`config.mk`:
```
export PLATFORM = sky130hd
export DESIGN_NAME = bus_master_ctrl
export DESIGN_NICKNAME = d
export VERILOG_FILES = /design/src/rtl/bus_pkg.sv /design/src/rtl/bus_timeout_cnt.sv /design/src/rtl/bus_master_ctrl.sv
export SDC_FILE = /design/constraint.sdc
export NUM_CORES = 1
export LEC_CHECK = 0
export BUFFER_PORTS_ARGS = -buffer_cell sky130_fd_sc_hd__clkbuf_2
export CAP_MARGIN = 10
export CORE_ASPECT_RATIO = 0.9
export CORE_UTILIZATION = 53
export DETAILED_ROUTE_END_ITERATION = 7
export PLACE_DENSITY_LB_ADDON = 0.2
export REMOVE_ABC_BUFFERS = 1
export SLEW_MARGIN = 20
export SYNTH_ARGS = -nofsm -noshare
export SYNTH_HDL_FRONTEND = slang
export SYNTH_HIERARCHICAL = 1
export SYNTH_SLANG_ARGS = --single-unit
```
`constraint.sdc`:
```
create_clock -name clk -period 5.6 [get_ports clk]
set_input_delay 0.84 -clock clk [delete_from_list [all_inputs] [get_ports clk]]
set_output_delay 0.84 -clock clk [all_outputs]
set_load 0.03 [all_outputs]
```
`src/rtl/bus_pkg.sv`:
```
// Shared definitions for the bus master sequencer:
// FSM state encoding, bus polarity constants and width defaults.
package bus_pkg;

    localparam int ADDR_W_DEF = 30;
    localparam int DATA_W_DEF = 32;

    typedef enum logic [2:0] {
        ST_IDLE   = 3'd0,
        ST_REQ    = 3'd1,
        ST_ACCESS = 3'd2,
        ST_WAIT   = 3'd3,
        ST_DONE   = 3'd4
    } state_e;

    localparam logic READ     = 1'b1;
    localparam logic WRITE    = 1'b0;
    localparam logic ENABLE_  = 1'b0;
    localparam logic DISABLE_ = 1'b1;

    // The master owns the bus (request held, address driven) in these states.
    function automatic logic bus_active(input state_e s);
        return (s == ST_REQ) || (s == ST_ACCESS) || (s == ST_WAIT);
    endfunction

endpackage

```
`src/rtl/bus_timeout_cnt.sv`:
```
// Slave-ready timeout counter: clear/enable up-counter with a terminal flag.
// Ports: clk, reset (sync, active-high), clr_i, en_i, tc_o (count reached TIMEOUT-1).
module bus_timeout_cnt #(
    parameter int TIMEOUT = 16,
    parameter int CNT_W   = 5
) (
    input  logic clk,
    input  logic reset,
    input  logic clr_i,
    input  logic en_i,
    output logic tc_o
);

    localparam int LAST = (TIMEOUT > 0) ? TIMEOUT - 1 : 0;
    localparam logic [CNT_W-1:0] LAST_C = LAST[CNT_W-1:0];

    logic [CNT_W-1:0] cnt_q;

    always_ff @(posedge clk) begin
        if (reset || clr_i) begin
            cnt_q <= '0;
        end else if (en_i) begin
            cnt_q <= cnt_q + 1'b1;
        end
    end

    // TIMEOUT == 0 disables the flag entirely.
    assign tc_o = (TIMEOUT != 0) && (cnt_q >= LAST_C);

endmodule

```
`src/rtl/bus_master_ctrl.sv`:
```
// Per-master bus sequencer: core request -> bus request/grant/strobe/ready.
// Ports: core side cReq/cAddr/cRW/cWrData/cRdData/cStall/cErr;
// bus side busReq_/busGrnt_/busAddr/busAs_/busRW/busWrData/busRdData/busRdy_.
module bus_master_ctrl
    import bus_pkg::*;
#(
    parameter int ADDR_W  = ADDR_W_DEF,
    parameter int DATA_W  = DATA_W_DEF,
    parameter int TIMEOUT = 16,
    parameter int CNT_W   = 5
) (
    input  logic              clk,
    input  logic              reset,
    input  logic              cReq,
    input  logic [ADDR_W-1:0] cAddr,
    input  logic              cRW,
    input  logic [DATA_W-1:0] cWrData,
    output logic [DATA_W-1:0] cRdData,
    output logic              cStall,
    output logic              cErr,
    output logic              busReq_,
    input  logic              busGrnt_,
    output logic [ADDR_W-1:0] busAddr,
    output logic              busAs_,
    output logic              busRW,
    output logic [DATA_W-1:0] busWrData,
    input  logic [DATA_W-1:0] busRdData,
    input  logic              busRdy_
);

    state_e state_q, state_d;

    logic [ADDR_W-1:0] addr_q, addr_d;
    logic              rw_q, rw_d;
    logic [DATA_W-1:0] wd_q, wd_d;
    logic [DATA_W-1:0] rd_q, rd_d;
    logic              err_q, err_d;

    logic              busReq_q;
    logic              busAs_q;
    logic [ADDR_W-1:0] busAddr_q;
    logic              busRW_q;
    logic [DATA_W-1:0] busWrData_q;

    logic cnt_en;
    logic cnt_tc;

    // Counter runs from the ACCESS cycle on, so it reads 0 in ACCESS
    // and N in the N-th WAIT cycle.
    assign cnt_en = (state_q == ST_ACCESS) || (state_q == ST_WAIT);

    bus_timeout_cnt #(
        .TIMEOUT (TIMEOUT),
        .CNT_W   (CNT_W)
    ) u_tmo (
        .clk   (clk),
        .reset (reset),
        .clr_i (!cnt_en),
        .en_i  (cnt_en),
        .tc_o  (cnt_tc)
    );

    always_comb begin
        state_d = state_q;
        addr_d  = addr_q;
        rw_d    = rw_q;
        wd_d    = wd_q;
        rd_d    = rd_q;
        err_d   = 1'b0;
        unique case (state_q)
            ST_IDLE: begin
                if (cReq) begin
                    state_d = ST_REQ;
                    addr_d  = cAddr;
                    rw_d    = cRW;
                    wd_d    = cWrData;
                end
            end
            ST_REQ: begin
                // busRdy_ here may belong to another master.
                if (busGrnt_ == ENABLE_) begin
                    state_d = ST_ACCESS;
                end
            end
            ST_ACCESS: begin
                if (busRdy_ == ENABLE_) begin
                    state_d = ST_DONE;
                    if (rw_q == READ) begin
                        rd_d = busRdData;
                    end
                end else begin
                    state_d = ST_WAIT;
                end
            end
            ST_WAIT: begin
                // Ready wins over a simultaneous timeout.
                if (busRdy_ == ENABLE_) begin
                    state_d = ST_DONE;
                    if (rw_q == READ) begin
                        rd_d = busRdData;
                    end
                end else if (cnt_tc) begin
                    state_d = ST_DONE;
                    err_d   = 1'b1;
                    rd_d    = '0;
                end
            end
            ST_DONE: begin
                state_d = ST_IDLE;
            end
            default: begin
                state_d = ST_IDLE;
            end
        endcase
    end

    // Bus outputs are registered from the next state so they line up
    // with the state they belong to.
    always_ff @(posedge clk) begin
        if (reset) begin
            state_q     <= ST_IDLE;
            addr_q      <= '0;
            rw_q        <= WRITE;
            wd_q        <= '0;
            rd_q        <= '0;
            err_q       <= 1'b0;
            busReq_q    <= DISABLE_;
            busAs_q     <= DISABLE_;
            busAddr_q   <= '0;
            busRW_q     <= WRITE;
            busWrData_q <= '0;
        end else begin
            state_q     <= state_d;
            addr_q      <= addr_d;
            rw_q        <= rw_d;
            wd_q        <= wd_d;
            rd_q        <= rd_d;
            err_q       <= err_d;
            busReq_q    <= bus_active(state_d) ? ENABLE_ : DISABLE_;
            busAs_q     <= (state_d == ST_ACCESS) ? ENABLE_ : DISABLE_;
            busAddr_q   <= bus_active(state_d) ? addr_d : '0;
            busRW_q     <= bus_active(state_d) ? rw_d : WRITE;
            busWrData_q <= bus_active(state_d) ? wd_d : '0;
        end
    end

    assign cStall    = cReq & (state_q != ST_DONE);
    assign cRdData   = rd_q;
    assign cErr      = err_q;
    assign busReq_   = busReq_q;
    assign busAs_    = busAs_q;
    assign busAddr   = busAddr_q;
    assign busRW     = busRW_q;
    assign busWrData = busWrData_q;

endmodule
```
* After elaboration in Yosys (flattened, before gate mapping)
Index checks and enable logic that the tools add are counted.
Operators by class: reduce and logical (&&, ||, !) cells 10, $add $sub $neg 1, magnitude comparators 1, bitwise gates (word level) 4, multiplexer cells 20, equality and inequality tests 9
Operators by type and width (count):
- $mux W32 | 6
- $pmux W32 S2 | 1
- $mux W30 | 2
- $mux W3 | 5
- $eq A3 B2 Y1 const B | 4
- $pmux W3 S4 | 1
- $eq A3 B1 Y1 const B | 2
- $ne A3 B3 Y1 const B | 2
- $add A5 B1 Y5 const B | 1
- $ge A5 B4 Y1 const B | 1
- $mux W1 | 5
- $logic_or A1 B1 Y1 | 4
- $logic_not A3 Y1 | 1
- $not A1 Y1 | 3
- $reduce_and A3 Y1 | 1
- $reduce_or A3 Y1 | 1
- $ne A2 B2 Y1 const B | 1
- $reduce_bool A2 Y1 | 1
- $reduce_or A2 Y1 | 1
- $and A1 B1 Y1 | 1
- $logic_not A1 Y1 | 1
Word-level totals: register bits after elaboration 169, word-level logic and storage cells 57, output and inout port bits 99, input port bits 100

* Logic depth before layout (Yosys ltp)
word-level depth 9, gate-level depth with buffers 11, gate-level depth less buffers 8

* By module
Netlist, hierarchy kept.
Modules (own cells, without submodules):
- bus_master_ctrl | cells an instance 513, area each 5296.3 um^2, seq. area each 3283.1 um^2, times used 1
- bus_timeout_cnt | cells an instance 27, area each 271.5 um^2, seq. area each 100.1 um^2, times used 1

* Least setup slack after synthesis
No wires, ideal clock.
path type input -> output, start input port cReq, end output port cStall, arrival time 1.559 ns, stages 1, slack 3.201 ns, buffers on the path 0, data required time 4.760 ns, cell sequence a21boi_0
On the way: cells in the longest elaborated chain, start to end 1
Ends and longest elaborated chain:
- start: declaration | RTL line bus_master_ctrl.sv:14 | input logic cReq,
- $and A1 B1 Y1 | RTL line bus_master_ctrl.sv:147 | assign cStall = cReq & (state_q != ST_DONE);
- end: declaration | RTL line bus_master_ctrl.sv:19 | output logic cStall,
No other way between the ends.

* Worst setup path after layout
start register u_tmo.cnt_q[0], end register busWrData_q[31], in the netlist busWrData[31]
On the way: cells in the longest elaborated chain, start to end 9, elaborated cells between the ends (all ways) 11, classes of those cells order compare: 1; eq/ne: 3; mux: 3; bitwise: 1; reduce/logical: 3
Ends and longest elaborated chain:
- start: declaration | RTL line bus_timeout_cnt.sv:17 | logic [CNT_W-1:0] cnt_q;
- start signal: assignment | RTL line bus_timeout_cnt.sv:23 | cnt_q <= cnt_q + 1'b1;
- $ge A5 B4 Y1 (*) | RTL line bus_timeout_cnt.sv:28 | assign tc_o = (TIMEOUT != 0) && (cnt_q >= LAST_C);
- named net cnt_tc | RTL line bus_master_ctrl.sv:46 | logic cnt_tc;
- $mux W3 (*) | RTL line bus_master_ctrl.sv:102 | end else if (cnt_tc) begin
- $mux W3 (*) | RTL line bus_master_ctrl.sv:97 | if (busRdy_ == ENABLE_) begin
- $pmux W3 S4 (*) | RTL line bus_master_ctrl.sv:70 | unique case (state_q)
- $eq A3 B1 Y1 or $eq A3 B2 Y1 (tied branches) | RTL line bus_pkg.sv:23 | return (s == ST_REQ) || (s == ST_ACCESS) || (s == ST_WAIT);
- $logic_or A1 B1 Y1 | RTL line bus_pkg.sv:23
- $logic_or A1 B1 Y1 (*) | RTL line bus_pkg.sv:23
- $not A1 Y1 (no line) (*)
- $reduce_or A2 Y1 (no line) (*)
- end signal: assignment | RTL line bus_master_ctrl.sv:143 | busWrData_q <= bus_active(state_d) ? wd_d : '0;
- end: declaration | RTL line bus_master_ctrl.sv:43 | logic [DATA_W-1:0] busWrData_q;
Mark *: on every way through the listed nets, which the timed path passes. The rest lies on a longest branch. A chain may end at the register's enable or synchronous reset.

==> flow_summary.toml <==
[grt]
antenna_found_initial = 0
grt_max_degree = 71
grt.total_usage_pct = 22.7
grt_pass1_vias = 4154
overflow = 0
grt_pass1_wl_mm = 19.0

[final_layout]
multi_input_area_sq_mm = 0.00193
diodes = 0
fin_cells = 861
fin_nets = 822
drive_gt1_share_pct = 33.1
register_area_sq_mm = 0.00338
syn_to_final_growth_pct = 28.4
fin_util_pct = 69.8
fillers = 807
finalInstanceArea_sq_mm = 0.00715

[logic_synthesis]
syn_area_sq_mm = 0.00557
ys_types = 39
synth_top_area_share_pct = 60.8
yosys_warnings = 6
yosysMostFrequentCell = "dfxtp_1"
ys_top_cells_by_area = "dfxtp_1 (61%), mux2i_1 (12%), nor2_1 (8.9%)"
synthCells = 540
yosys.area.top_type = "dfxtp_1"
synth-edff-count = 0
synthTopCellsByCount = "dfxtp_1 (169), nor2_1 (132), mux2i_1 (64), a21oi_1 (34), nand3_1 (33)"
ys.flop_type = "dfxtp_1"
ys_ff_latch = 169
synth_area_per_cell_sq_um = 10.3
ys_seq_area_share_pct = 60.8
async_flop_share_pct = 0

[timing]
rsz0062_at_grt = "no"
fin_skew_ns = 0.0110
finalHoldViolations = 0
timing.fmax_ghz = 0.329
holdWs_ns = 0.477
period_needed_ns = 3.04
post-route-worst-setup-slack_ns = 2.56
setup_tns_ns = 0
worst_slew_pin_slew_ns = 1.06
max_slew_margin_pct = 28.8
period_share_pct = 54.2
setup_viol = 0
slew_violations = 0

[clock_tree]
numCtsBuffers = 17
post_cts.repair.setup_buffers = 0
cts_hold_buf = 0
cts_root_buffer = "clkbuf_16"
clk_latency_ns = 0.41
cts_resized = 0
clock-sinks = 169
cts_tree = "done"
cts.reportedPaths.clkPinSlew_ns = 0.06
cts_max_level = 4
cts_buffer_depth = 2

[setup_path]
r2r_cells = 9
critPathSlowestCell = "a21bo_1"
endpoint_kind = "register"
endpoint = "busWrData[31]"
cp.required_ns = 5.86
max_stage_delay_ns = 0.80
r2r_slack_ns = 2.56
timing.rr.end = "busWrData[31]"
crit_path_start = "u_tmo/cnt_q[0]"
timing.rr.start = "u_tmo/cnt_q[0]"
path_class = "reg -> reg"
cp_cell_sequence = "ha_1 > and3_1 > ha_1 > nor2_1 > nand2_1 > a21bo_1 > o32a_2 > buf_4 > nor2_1"
path_max_fanout = 64
cp.arrival_ns = 3.30
start_kind = "register"

[placed_design]
numPortBuffers = 198
hpwl_mm = 7.92
place_congestion = 0.776
dpl-instance-area_sq_mm = 0.00650
place_ws_ns = 2.58
dp.cells = 829

[status]
status = "complete, no violations"

[flow_run]
drv_cap = 0

[power]
p_comb_share_pct = 10.3
power.density_mw_per_mm2 = 394
p_switching_uw = 682
p_seq_share_pct = 45.7
power_mw = 2.82
leakagePower_nw = 3.26
clkPwrFrac_pct = 44.0
internal_power_mw = 2.13
ir_worst_vdd_mv = 0.314
swShare_pct = 24.2

[floorplanning]
ioPinCount = 199
fp.coreArea_sq_mm = 0.0102
rows = 35
dieArea_sq_mm = 0.0109
dieWidth_um = 110
fp.dieH_um = 99.2
start_util_pct = 54.3

[worst_hold_path]
hp-class = "reg -> reg"

[routing]
drcViolationCount = 0
first_iter_violations = 231
routedWlPerCell_um = 14.2
avgViaCountPerCell = 5.06
drt-pass1-iter-count = 4
wirelength_mm = 12.2
vias = 4360
drtAntennaViolNets = 0
==> power by group through the flow <==
stage               Sequential [mW]  Clock (mW)  Combinational, mW
detailed placement             1.31           0              0.290
floorplan                      1.37           0              0.141
CTS                            1.29        1.26              0.292
finish                         1.29        1.24              0.291
global placement               1.31           0              0.281
global route                   1.29        1.31              0.317
==> how the worst min path moves through the flow <==
| stage | slack, ns | to | cells past startpoint | from |
|---|---|---|---|---|
| after detailed placement | 0.47 | cRdData[9] | 2 | cRdData[9] |
| final | 0.48 | cRdData[15] | 2 | cRdData[15] |
| after floorplan | 0.46 | addr_q[0] | 2 | addr_q[0] |
| after CTS | 0.48 | cRdData[9] | 2 | cRdData[9] |
| after global routing | 0.50 | cRdData[5] | 2 | cRdData[5] |
| after global placement | 0.46 | cRdData[21] | 2 | cRdData[21] |
==> cells by family (layout without fill, tap and decap cells) <==
| group | Yosys count | in the layout | synth area share (%) |
|---|---|---|---|
| AOI/OAI and AO/OA | 75 | 75 | 7.39 |
| DFF | 169 | 169 | 60.8 |
| xor gates and xnor gates | 1 | 1 | 0.157 |
| adders and majority gates | 2 | 2 | 0.449 |
| muxes | 65 | 65 | 11.8 |
| and+or+nand+nor | 184 | 184 | 14.3 |
| buffers and inverters | 44 | 236 | 5.15 |
==> critical path, delay by kind of cell (launching register included) <==
family / cells / cell delay (ns)
flip-flops: 1 / 0.41
adder cells (fa/ha/maj): 2 / 0.34
AO/OA/AOI/OAI: 2 / 1.06
AND/OR/NAND/NOR: 4 / 0.50
buffers and inverters: 1 / 0.54
==> routing by layer <==
layer  wire length [um]  global-route usage (%)  part of all wire [%]
met5                  0                       0                     0
met4                381                    10.5                   3.1
met3                847                    7.54                   6.9
met2               5860                    36.9                    48
met1               5150                    27.2                    42
==> placed cells by master, fill, tap and decap left out, types with 2 or more instances in the layout <==
cell        count
nand3b_1        2
nor2_1        132
clkbuf_16      17
nor3_1          4
inv_1           2
bufinv_16       4
buf_4           4
clkbuf_2      198
nand3_1        33
nor3b_1         2
inv_8           2
a21oi_1        34
ha_1            2
mux2i_1        64
o21ai_1         3
dfxtp_1       169
o21ai_0        29
clkinvlp_4      4
==> registers in the layout, summed over array words and instances, names as in the netlist <==
register / count
addr_q: 30
busAddr: 30
busAs_: 1
busRW: 1
busReq_: 1
busWrData: 32
cErr: 1
cRdData: 32
rw_q: 1
state_q: 3
u_tmo/cnt_q: 5
wd_q: 32
==> area by class of cell <==
cell class	instances	share of cell area, %
Clock inverter	12	2.66
Inverter	2	0.105
Clock buffer	19	6.19
Sequential cell	169	47.3
Tap cell	129	2.26
Timing Repair Buffer	203	14.5
Multi-Input combinational cell	327	27.0
(Power assumes the default switching activity.)
